--- src/rtl/usb2_ulpi_reg_arb.sv ---
// usb2_ulpi_reg_arb: round-robin arbiter that lets three requesters share one
// ULPI register engine. A transaction is granted, issued, and then waited on.
// If it times out it is re-issued up to MAX_RETRY times, and the result is
// returned to the granted requester as a one-cycle ack (qualified by err).
module usb2_ulpi_reg_arb #(
  parameter int TIMEOUT   = 255,
  parameter int MAX_RETRY = 3
) (
  input  logic        phy_clk,
  input  logic        reset,
  input  logic [2:0]  rq_req,
  input  logic [2:0]  rq_we,
  input  logic [23:0] rq_addr,
  input  logic [23:0] rq_wdata,
  output logic [2:0]  rq_ack,
  output logic [2:0]  rq_err,
  output logic [7:0]  rq_rdata,
  output logic        reg_go,
  output logic        reg_we,
  output logic [7:0]  reg_addr,
  output logic [7:0]  reg_wdata,
  input  logic        reg_done,
  input  logic [7:0]  reg_rdata,
  input  logic        reg_busy
);

  localparam int TW = (TIMEOUT < 2) ? 1 : $clog2(TIMEOUT + 1);
  localparam logic [TW-1:0] TMO_LAST  = TW'(TIMEOUT - 1);
  localparam logic [TW-1:0] TMO_TOP   = TW'(TIMEOUT);
  localparam logic [1:0]    RETRY_MAX = 2'(MAX_RETRY);

  typedef enum logic [1:0] {IDLE, ISSUE, WAIT, RESP} state_t;

  state_t        state_q, state_d;
  logic [1:0]    grant_q, grant_d;
  logic          we_q, we_d;
  logic [7:0]    addr_q, addr_d;
  logic [7:0]    wdata_q, wdata_d;
  logic [7:0]    rdata_q, rdata_d;
  logic          err_q, err_d;
  logic [TW-1:0] tmo_q, tmo_d;
  logic [1:0]    retry_q, retry_d;
  logic          go_q, go_d;
  logic [1:0]    pick;

  // Round-robin pick: search starts at the requester after the last grant.
  // The loop runs from the farthest candidate down so that the nearest one wins.
  always_comb begin
    pick = grant_q;
    for (int k = 2; k >= 0; k--) begin
      if (rq_req[(int'(grant_q) + 1 + k) % 3]) pick = 2'((int'(grant_q) + 1 + k) % 3);
    end
  end

  // Next-state logic: arbitrate, issue, wait with timeout/retry, respond.
  always_comb begin
    state_d = state_q;
    grant_d = grant_q;
    we_d    = we_q;
    addr_d  = addr_q;
    wdata_d = wdata_q;
    rdata_d = rdata_q;
    err_d   = err_q;
    tmo_d   = tmo_q;
    retry_d = retry_q;
    go_d    = 1'b0;
    case (state_q)
      IDLE: begin
        if (|rq_req) begin
          grant_d = pick;
          we_d    = rq_we[pick];
          addr_d  = rq_addr[{pick, 3'b000} +: 8];
          wdata_d = rq_wdata[{pick, 3'b000} +: 8];
          rdata_d = 8'h00;
          err_d   = 1'b0;
          retry_d = 2'd0;
          state_d = ISSUE;
        end
      end
      ISSUE: begin
        if (!reg_busy) begin
          go_d    = 1'b1;
          tmo_d   = '0;
          state_d = WAIT;
        end
      end
      WAIT: begin
        if (reg_done) begin
          if (!we_q) rdata_d = reg_rdata;
          err_d   = 1'b0;
          state_d = RESP;
        end else if (tmo_q == TMO_LAST) begin
          tmo_d = TMO_TOP;
          if (retry_q < RETRY_MAX) begin
            retry_d = retry_q + 2'd1;
            state_d = ISSUE;
          end else begin
            err_d   = 1'b1;
            state_d = RESP;
          end
        end else begin
          tmo_d = tmo_q + 1'b1;
        end
      end
      RESP: begin
        state_d = IDLE;
      end
      default: state_d = IDLE;
    endcase
  end

  // State and datapath registers; reset drops any transaction in flight.
  always_ff @(posedge phy_clk) begin
    if (reset) begin
      state_q <= IDLE;
      grant_q <= 2'd2;
      we_q    <= 1'b0;
      addr_q  <= 8'h00;
      wdata_q <= 8'h00;
      rdata_q <= 8'h00;
      err_q   <= 1'b0;
      tmo_q   <= '0;
      retry_q <= 2'd0;
      go_q    <= 1'b0;
    end else begin
      state_q <= state_d;
      grant_q <= grant_d;
      we_q    <= we_d;
      addr_q  <= addr_d;
      wdata_q <= wdata_d;
      rdata_q <= rdata_d;
      err_q   <= err_d;
      tmo_q   <= tmo_d;
      retry_q <= retry_d;
      go_q    <= go_d;
    end
  end

  // Output decode: response fields are only driven during RESP.
  always_comb begin
    rq_ack    = 3'b000;
    rq_err    = 3'b000;
    rq_rdata  = 8'h00;
    if (state_q == RESP) begin
      rq_ack   = 3'b001 << grant_q;
      rq_err   = err_q ? (3'b001 << grant_q) : 3'b000;
      rq_rdata = rdata_q;
    end
    reg_go    = go_q;
    reg_we    = we_q;
    reg_addr  = addr_q;
    reg_wdata = wdata_q;
  end

endmodule
--- config.mk ---
export PLATFORM = sky130hd
export DESIGN_NAME = usb2_ulpi_reg_arb
export DESIGN_NICKNAME = d
export VERILOG_FILES = /design/src/rtl/usb2_ulpi_reg_arb.sv
export SDC_FILE = /design/constraint.sdc
export NUM_CORES = 1
export LEC_CHECK = 0
export CELL_PAD_IN_SITES_DETAIL_PLACEMENT = 0
export CELL_PAD_IN_SITES_GLOBAL_PLACEMENT = 1
export CORE_MARGIN = 2
export CORE_UTILIZATION = 33
export DETAILED_ROUTE_END_ITERATION = 8
export GPL_TIMING_DRIVEN = 0
export PLACE_DENSITY = 0.95
export SYNTH_ARGS = -nofsm -noshare
export SYNTH_HDL_FRONTEND = slang
export SYNTH_SLANG_ARGS = --single-unit
--- constraint.sdc ---
create_clock -name phy_clk -period 4.4 [get_ports phy_clk]
set_clock_uncertainty 0.2 [all_clocks]
set_input_delay 0.44 -clock phy_clk [delete_from_list [all_inputs] [get_ports phy_clk]]
set_output_delay 0.44 -clock phy_clk [all_outputs]
set_load 0.01 [all_outputs]
==> results_dict.tcl <==
set metrics [dict create \
    r2r_cells 11 \
    post_dp_cell_area_sq_um 3516 \
    synth_edf_count 0 \
    antenna_cells 0 \
    fin_area_sq_um 3654 \
    portBuffers 94 \
    final_core_util_pct 50.64 \
    p_clk_share_pct 25.5 \
    postCtsSetupBuffers 0 \
    routed_wl_mm 7.056 \
    drv_slew 0 \
    rsz0062_at_grt "false" \
    period_minus_slack_ps 2823 \
    worstReg2RegEnd "reg_addr[5]" \
    fmax_mhz 354.2 \
    setup.worst_path.start "grant_q[0]" \
    num_rows 31 \
    syn_nets 376 \
    ant_nets 0 \
    insertion_delay_ps 300 \
    ys_ff_latch 41 \
    cts.sinks 41 \
    synthFlopType "dfxtp_1" \
    clock_path_buffers 2 \
    dp_cells 495 \
    critPathRequiredTime_ps 4430 \
    end_kind "flip-flop" \
    synth_xor_area_share_pct 0 \
    wire_per_inst_um 14.03 \
    cts_hold_buf 0 \
    synth_area_sq_um 2451 \
    period_share_pct 64.17 \
    io-pin-count 98 \
    ys_async_sr_fraction_pct 0 \
    crit_arrival_ps 2850 \
    yosys-top-cells-area "dfxtp_1 (33%), mux2i_1 (7.8%), nand2_1 (7.0%)" \
    cts_resized 0 \
    synth_compound_area_share_pct 22.36 \
    synth_top_cell_by_area "dfxtp_1" \
    grt_pass1_vias 2438 \
    area_delta_synth_final_pct 49.06 \
    dieWidth_um 90.19 \
    min_path_type "reg -> reg" \
    cp-start-kind "flip-flop" \
    slew_headroom_pct 45.50 \
    syn_avg_cell_area_sq_um 8.116 \
    place_congestion 0.8504 \
    grt_pass1_wl_mm 11.56 \
    switching_share_pct 32.71 \
    overflow 0 \
    status "complete, no violations" \
    avgViaCountPerCell 5.062 \
    tns_ps 0 \
    h-tree-depth 2 \
    fin_cells 503 \
    p_switching_mw 0.4806 \
    layout-drive-gt1-share_pct 8.416 \
    root_buffer "clkbuf_8" \
    cts_made_buffers 5 \
    core_sq_um 7214 \
    die_area_sq_um 8133 \
    p_seq_share_pct 31.8 \
    synth_top_family_by_area "compound AO/OA/AOI/OAI gates" \
    synthAdderAreaFrac_pct 4.084 \
    muxShareOfSynthArea_pct 8.678 \
    die_h_um 90.19 \
    grt_start_max_net_pins 15 \
    dp_hpwl_mm 5.419 \
    peakVddDrop_mv 0.1715 \
    intPower_mw 0.9885 \
    powerDensity_nw_per_um2 402.1 \
    synthTopCellsByCount "nand2_1 (46), dfxtp_1 (41), a21oi_1 (25), inv_1 (24), mux2i_1 (19)" \
    rrSetupSlack_ps 1580 \
    ys_seq_area_share_pct 33.49 \
    yosysTopAreaCellShare_pct 33.49 \
    setup_viol 0 \
    synth.most_common_cell "nand2_1" \
    antenna_found_initial 0 \
    synth_cell_type_count 45 \
    p_leak_nw 1.499 \
    clk_pin_slew_worst_paths_ps 90 \
    drtPass1Iterations 4 \
    syn_inst 302 \
    synth-simple-area-share_pct 22.31 \
    path_class "reg -> reg" \
    r2r_start "grant_q[0]" \
    nets 477 \
    tightest_slew_ps 811.3 \
    crit_fanout 10 \
    comb_power_share_pct 42.7 \
    drtIter0Drc 67 \
    cts_tree "done" \
    grt_use_total_pct 17.06 \
    crit_end "reg_addr[5]" \
    cap_violations 0 \
    vias 2546 \
    synth_warnings 0 \
    hold_viol 0 \
    drcViolationCount 0 \
    start_util_pct 33.98 \
]
how the worst min path moves through the flow:
stage	start	to	cells after the start
5_1_grt	rdata_q[7]	rdata_q[7]	2
3_5_place_dp	rdata_q[5]	rdata_q[5]	2
3_3_place_gp	rdata_q[1]	rdata_q[1]	2
6_report	rdata_q[7]	rdata_q[7]	2
2_1_floorplan	rdata_q[7]	rdata_q[7]	2
4_1_cts	rdata_q[5]	rdata_q[5]	2
placed cells by master, fill, tap and decap left out, drive strengths merged, types with 2 or more instances in the layout:
cell type,count
o21ai,14
and3,15
or3,4
a211o,2
clkbuf,14
buf,12
nand3,11
nand2b,2
clkdlybuf4s50,94
a31o,2
nor2b,4
nor3,5
o22ai,2
nand2,47
a31oi,2
a21oi,25
ha,8
and2,5
dfxtp,41
bufinv,2
inv,25
o221ai,19
mux2i,19
nor2,14
mux2,2
per-stage QoR:
step | hold slack [ps] | total power [mW] | setup WS (ps)
CTS | 251.4 | 1.481 | 1565
finish | 252.8 | 1.469 | 1577
detailed placement | 238.9 | 1.106 | 1472
floorplan | 227.4 | 0.8657 | 1795
global route | 275.0 | 1.553 | 1402
global placement | 232.3 | 1.096 | 1514
flip-flops by register name, indices dropped and copies added (netlist names):
| signal | flops |
|---|---|
| grant_q | 2 |
| retry_q | 2 |
| err_q | 1 |
| reg_wdata | 8 |
| rdata_q | 8 |
| reg_addr | 8 |
| reg_we | 1 |
| state_q | 2 |
| tmo_q | 8 |
| reg_go | 1 |
power by group through the flow:
stage / Sequential, mW / Combinational [mW] / Clock (mW)
floorplan: 0.496 / 0.370 / 0
global placement: 0.474 / 0.622 / 0
detailed placement: 0.476 / 0.630 / 0
CTS: 0.467 / 0.633 / 0.381
global route: 0.474 / 0.679 / 0.399
finish: 0.466 / 0.628 / 0.375
cells by family (layout without fill, tap and decap cells):
group                      count (synthesis)  in the layout
AOI/OAI and AO/OA                         74             74
adders and majority gates                  8              8
buffers and inverters                     45            147
DFF                                       41             41
muxes                                     21             21
and+or+nand+nor                          113            113
critical path, cell delays in order (launching register included):
cell and delay (ps):
dfxtp_1 460, inv_1 120, ha_1 290, buf_2 180, nand2_2 90, a21oi_1 40, a31o_1 180, o31a_1 310
or4_4 420, buf_6 150, buf_12 140, o221ai_2 150
final cells by class:
cell class / count / area (sq um)
fill: 720 / 3561
buffer: 21 / 132.6
clock buffer: 5 / 68.82
clock inverter: 3 / 68.82
inverter: 24 / 90.09
sequential: 41 / 820.8
tap: 99 / 123.9
timing repair buffer: 94 / 940.9
multi-input combinational: 216 / 1408
routing by layer:
metal | track usage [%] | wire length [um]
met2 | 30.64 | 3599
met3 | 3.185 | 240
met5 | 0 | 0
met4 | 3.462 | 51
met1 | 21.27 | 3164
No activity file was read; power rests on OpenSTA's default activity.
